<file path="src/rtl/input_skew_feeder.sv">
// rtl/input_skew_feeder.sv - captures BRAM row vectors and skews lane i by i cycles for the systolic array
// Tracks pass progress (FEED/DRAIN/DONE) and flags strobes that arrive after the pass is full.
module input_skew_feeder #(
  parameter int ROWS       = 4,
  parameter int DATA_WIDTH = 8,
  parameter int BRAM_DEPTH = 2
) (
  input  logic                         clk,
  input  logic                         reset,
  input  logic                         enable_cu,
  input  logic [ROWS*DATA_WIDTH-1:0]   bram_rdata,
  output logic [ROWS*DATA_WIDTH-1:0]   row_data,
  output logic [ROWS-1:0]              row_valid,
  output logic                         feed_busy,
  output logic                         feed_done,
  output logic                         overrun
);

  localparam int VECTORS = 2 ** BRAM_DEPTH;
  localparam int CNT_W   = BRAM_DEPTH + 1;
  localparam int DRN_W   = $clog2(ROWS) + 1;

  typedef enum logic [1:0] {S_IDLE, S_FEED, S_DRAIN, S_DONE} state_t;

  state_t             state_q, state_d;
  logic               rd_valid_q, rd_valid_d;
  logic [CNT_W-1:0]   cap_cnt_q, cap_cnt_d;
  logic [DRN_W-1:0]   drain_cnt_q, drain_cnt_d;
  logic               overrun_q, overrun_d;
  logic               feed_busy_q, feed_busy_d;
  logic               feed_done_q, feed_done_d;
  logic               capture;

  always_ff @(posedge clk or posedge reset) begin
    if (reset) begin
      state_q     <= S_IDLE;
      rd_valid_q  <= 1'b0;
      cap_cnt_q   <= '0;
      drain_cnt_q <= '0;
      overrun_q   <= 1'b0;
      feed_busy_q <= 1'b0;
      feed_done_q <= 1'b0;
    end else begin
      state_q     <= state_d;
      rd_valid_q  <= rd_valid_d;
      cap_cnt_q   <= cap_cnt_d;
      drain_cnt_q <= drain_cnt_d;
      overrun_q   <= overrun_d;
      feed_busy_q <= feed_busy_d;
      feed_done_q <= feed_done_d;
    end
  end

  always_comb begin
    state_d     = state_q;
    rd_valid_d  = enable_cu;
    cap_cnt_d   = cap_cnt_q;
    drain_cnt_d = drain_cnt_q;
    overrun_d   = overrun_q;
    capture     = 1'b0;
    case (state_q)
      S_IDLE: begin
        cap_cnt_d = '0;
        if (enable_cu) state_d = S_FEED;
      end
      S_FEED: begin
        if (rd_valid_q) begin
          capture   = 1'b1;
          cap_cnt_d = cap_cnt_q + 1'b1;
          if (cap_cnt_q == CNT_W'(VECTORS - 1)) begin
            state_d     = S_DRAIN;
            drain_cnt_d = '0;
          end
        end
      end
      S_DRAIN: begin
        if (enable_cu) overrun_d = 1'b1;
        // Last lane still needs ROWS-1 shifts before its final element reaches the output.
        if (drain_cnt_q == DRN_W'(ROWS - 1)) state_d = S_DONE;
        else drain_cnt_d = drain_cnt_q + 1'b1;
      end
      S_DONE: begin
        if (enable_cu) overrun_d = 1'b1;
        state_d = S_IDLE;
      end
      default: state_d = S_IDLE;
    endcase
    feed_busy_d = (state_d == S_FEED) || (state_d == S_DRAIN);
    feed_done_d = (state_d == S_DONE);
  end

  assign feed_busy = feed_busy_q;
  assign feed_done = feed_done_q;
  assign overrun   = overrun_q;

  for (genvar i = 0; i < ROWS; i++) begin : g_lane
    logic [i:0][DATA_WIDTH-1:0] stg_dat_q, stg_dat_d;
    logic [i:0]                 stg_vld_q, stg_vld_d;
    logic [DATA_WIDTH-1:0]      out_dat_q, out_dat_d;
    logic                       out_vld_q, out_vld_d;

    // Stages shift every cycle so a bubble travels as an invalid slot and keeps the skew intact.
    always_comb begin
      stg_dat_d    = stg_dat_q;
      stg_vld_d    = stg_vld_q;
      stg_dat_d[0] = capture ? bram_rdata[i*DATA_WIDTH +: DATA_WIDTH] : '0;
      stg_vld_d[0] = capture;
      for (int s = 1; s <= i; s++) begin
        stg_dat_d[s] = stg_dat_q[s-1];
        stg_vld_d[s] = stg_vld_q[s-1];
      end
      out_dat_d = stg_vld_q[i] ? stg_dat_q[i] : '0;
      out_vld_d = stg_vld_q[i];
    end

    always_ff @(posedge clk or posedge reset) begin
      if (reset) begin
        stg_dat_q <= '0;
        stg_vld_q <= '0;
        out_dat_q <= '0;
        out_vld_q <= 1'b0;
      end else begin
        stg_dat_q <= stg_dat_d;
        stg_vld_q <= stg_vld_d;
        out_dat_q <= out_dat_d;
        out_vld_q <= out_vld_d;
      end
    end

    assign row_data[i*DATA_WIDTH +: DATA_WIDTH] = out_dat_q;
    assign row_valid[i]                         = out_vld_q;
  end

endmodule

</file>
<file path="config.mk">
export PLATFORM = sky130hd
export DESIGN_NAME = input_skew_feeder
export DESIGN_NICKNAME = d
export VERILOG_FILES = /design/src/rtl/input_skew_feeder.sv
export SDC_FILE = /design/constraint.sdc
export NUM_CORES = 1
export LEC_CHECK = 0
export BUFFER_PORTS_ARGS = -buffer_cell sky130_fd_sc_hd__buf_4
export CAP_MARGIN = 20
export CORE_UTILIZATION = 58
export CTS_CLUSTER_SIZE = 28
export DETAILED_ROUTE_END_ITERATION = 10
export GPL_TIMING_DRIVEN = 0
export PLACE_DENSITY = 0.83
export SYNTH_ARGS = -nofsm -noshare
export SYNTH_HDL_FRONTEND = slang
export SYNTH_SLANG_ARGS = --single-unit
</file>
<file path="constraint.sdc">
create_clock -name clk -period 7.6 [get_ports clk]
set_input_delay 1.52 -clock clk [delete_from_list [all_inputs] [get_ports clk]]
set_output_delay 1.52 -clock clk [all_outputs]
set_load 0.005 [all_outputs]
</file>
==> results by group <==
Cells and area
  • Fraction of layout cells with a size suffix above 1: 33.6%
  • Nets: 369
  • N_diodes: 0
  • Fill cells: 342
  • Area grow syn2layout: 31.8%
  • Reg area: 0.00323 sq mm
  • Footprint of the multi-input gates: 621 sq um

Clock network
  • Clock buffer count from CTS: 17
  • CTS Buffer Depth: 2
  • H-tree Lvls: 4
  • Worst-path clk slew: 0.07 ns
  • Cts hold-fix bufs: 0
  • CTS tree: yes
  • Clk sinks: 129
  • Root Buffer Master: clkbuf_8
  • Clock Latency Late Sink: 0.50 ns
  • PostCTS Resize Cnt: 0
  • Setup bufs post-CTS: 0

Yosys
  • Ys async rst share: 100%
  • Synth top area share: 82.1%
  • Post-synthesis sequential area ratio: 82.1%
  • Fraction of the mapped netlist area in compound gates: 2.26%
  • Adder-cell area share of the yosys netlist: 1.59%
  • Top post-synthesis cells by area: dfrtp_1 (82%), and2_1 (10%), ha_1 (1.6%)
  • Avg Cell Area, Syn: 16.7 sq um
  • #FFs+latches synth: 129
  • Gate Count Post-Synth: 236
  • Area share of xor/xnor cells in the synthesized design: 0%
  • Synth area leader: dfrtp_1
  • Yosys cell types: 21
  • Multiplexer share of the synthesized area: 0.254%
  • Ys flop type: dfrtp_1
  • Post-synth top cells: dfrtp_1 (129), and2_1 (64), inv_1 (7)
  • YS warnings: 0
  • Synth Area in Simple Gates: 11.7%
  • Largest family of logic cells by synthesized area: simple AND/OR/NAND/NOR gates
  • Net Count, Synth: 276
  • Most numerous cell in the Yosys netlist: dfrtp_1
  • Synthesized cell area: 0.00393 sq mm
  • Number of synthesized flops with an enable pin: 0

Global route
  • Largest net degree at the start of global routing: 106
  • First-pass GRT wire length: 10.6 mm
  • Total GRT Usage: 20.8%
  • GRT overflow: 0
  • Antenna violations before repair: 0
  • Vias in the first global route: 2,083

STA
  • Final Cycle Share: 36.9%
  • Setup TNS: 0 ns
  • Count of final setup violators: 0
  • Hold Fails Final Rpt: 0
  • Final WS setup: 4.80 ns
  • Unrepaired setup endpoints after global routing: false
  • Max-slew headroom: 68.4%
  • Worst Skew: 0.0176 ns
  • Worst Tran Pin Value: 0.475 ns
  • Max Fclk: 357 MHz
  • Max Slew Vio Count: 0
  • Min Tclk post-route: 2.80 ns
  • Final Hold Slack: 0.338 ns

Floorplan
  • Starting Density: 60.9%
  • Die Ht: 84.4 um
  • CORE AREA: 0.00646 sq mm
  • Rows: 29
  • Die width: 84.4 um
  • Total die area: 0.00712 sq mm
  • Ports: 74

Place
  • Dpl hpwl: 3.44 mm
  • Pre-CTS WS: 5.26 ns
  • IO Port Bufs: 73
  • Placer congestion estimate: 0.757

Run status
  • Status: complete, but fails checks
  • Failing checks: design-rule violations

Routing
  • DR vias/cell: 4.71
  • Post-DR wirelength/cell: 15.2 um
  • Initial DRC Count: 173
  • WL final: 6.36 mm
  • DRC viols: 4
  • Post-route ant nets: 0
  • Detailed Routing Iterations Pass 1: 9
  • Via count: 1,974

Power
  • Max IR drop VDD: 0.175 mV
  • P per Cell Area: 352 mW/mm^2
  • Leak pwr: 0.00268 uW

Flow run
  • Maxcap violations: 0

Critical path
  • Startpoint Class: register
  • Crit Path Class: reg -> out
  • Required @ worst endpoint: 6.08 ns
  • CP Capture Type: primary output
  • Crit path DAT: 1.28 ns
  • CP max FO: 10

Worst hold path
  • Hold Path Class: reg -> reg
==> layout make-up <==
type	count	share of cell area (%)
inverter	7	0.603
sequential	129	62.3
timing repair buffer	74	11.1
multi-input combinational	91	12.0
buffer	9	1.13
tap	77	1.86
clock buffer	18	8.06
clock inverter	14	3.02
==> routing by layer <==
metal | GRT usage, % | wire (um) | up-vias
met2 | 33.1 | 3320 | 57
met1 | 26.6 | 2700 | 981
li1 | - | - | 934
met3 | 7.67 | 290 | 2
met4 | 8.32 | 48 | 0
met5 | 0 | 0 | -
==> flip-flops by register name (all words and copies together) (netlist names) <==
| register | flops |
|---|---|
| g_lane.stg_vld_q | 3 |
| g_lane.stg_dat_q | 32 |
| g_lane.out_dat_q | 32 |
| state_q | 2 |
| drain_cnt_q | 3 |
| feed_done | 1 |
| rd_valid_q | 1 |
| feed_busy | 1 |
| cap_cnt_q | 3 |
| g_lane.stg_dat_d | 48 |
| g_lane.out_vld_q | 2 |
| overrun | 1 |
==> metrics by stage <==
step / utilization, % / power (uW) / cell area, sq um / cells
final: 80.3 / 1830 / 5180 / 419
after floorplan: - / 962 / 3930 / 236
after detailed placement: 71.4 / 1070 / 4610 / 387
after global placement: 70.9 / 1050 / 4580 / 386
after CTS: 80.3 / 1850 / 5180 / 419
after global routing: 80.3 / 1910 / 5180 / 419
==> where the power goes <==
part	internal (uW)	switching [uW]
Clock	470	298
Sequential	808	54.3
Combinational	113	83.4
==> final timing paths <==
| check | end | slack [ns] | start | depth (start not counted) |
|---|---|---|---|---|
| min reg2reg | g_lane[1].stg_dat_q[14]$_DFF_PP0_ | 0.34 | g_lane[1].stg_dat_d[14]$_DFF_PP0_ | 0 |
| min in group asynchronous | cap_cnt_q[0]$_DFFE_PP0P_ | 0.97 | reset | 2 |
| max | row_valid[0] | 4.80 | g_lane[3].stg_vld_q[1]$_DFF_PP0_ | 2 |
| max reg2reg | drain_cnt_q[1]$_DFFE_PP0P_ | 5.96 | drain_cnt_q[0]$_DFFE_PP0P_ | 5 |
| max in group asynchronous | g_lane[0].out_dat_q[2]$_DFF_PP0_ | 5.91 | reset | 3 |
| min | g_lane[1].stg_dat_q[14]$_DFF_PP0_ | 0.34 | g_lane[1].stg_dat_d[14]$_DFF_PP0_ | 0 |
==> critical path, stage by stage (launching register included) <==
cell     delay, ns
dfrtp_1       0.48
buf_4         0.19
buf_4         0.13
==> cells in the final DEF (no fill, tap or decap), types with 4 or more instances in the layout <==
master,count
clkinvlp_4,6
o21ai_0,5
clkbuf_16,16
ha_1,5
dfrtp_1,129
buf_4,77
and2_1,64
inv_1,6
a22o_1,4
==> logic make-up after synthesis <==
group | count (synthesis)
AO/OA/AOI/OAI | 13
adder cells (fa/ha/maj) | 5
buffers and inverters | 16
flip-flops | 129
multiplexers | 1
AND/OR/NAND/NOR | 72
(Power assumes the default switching activity.)
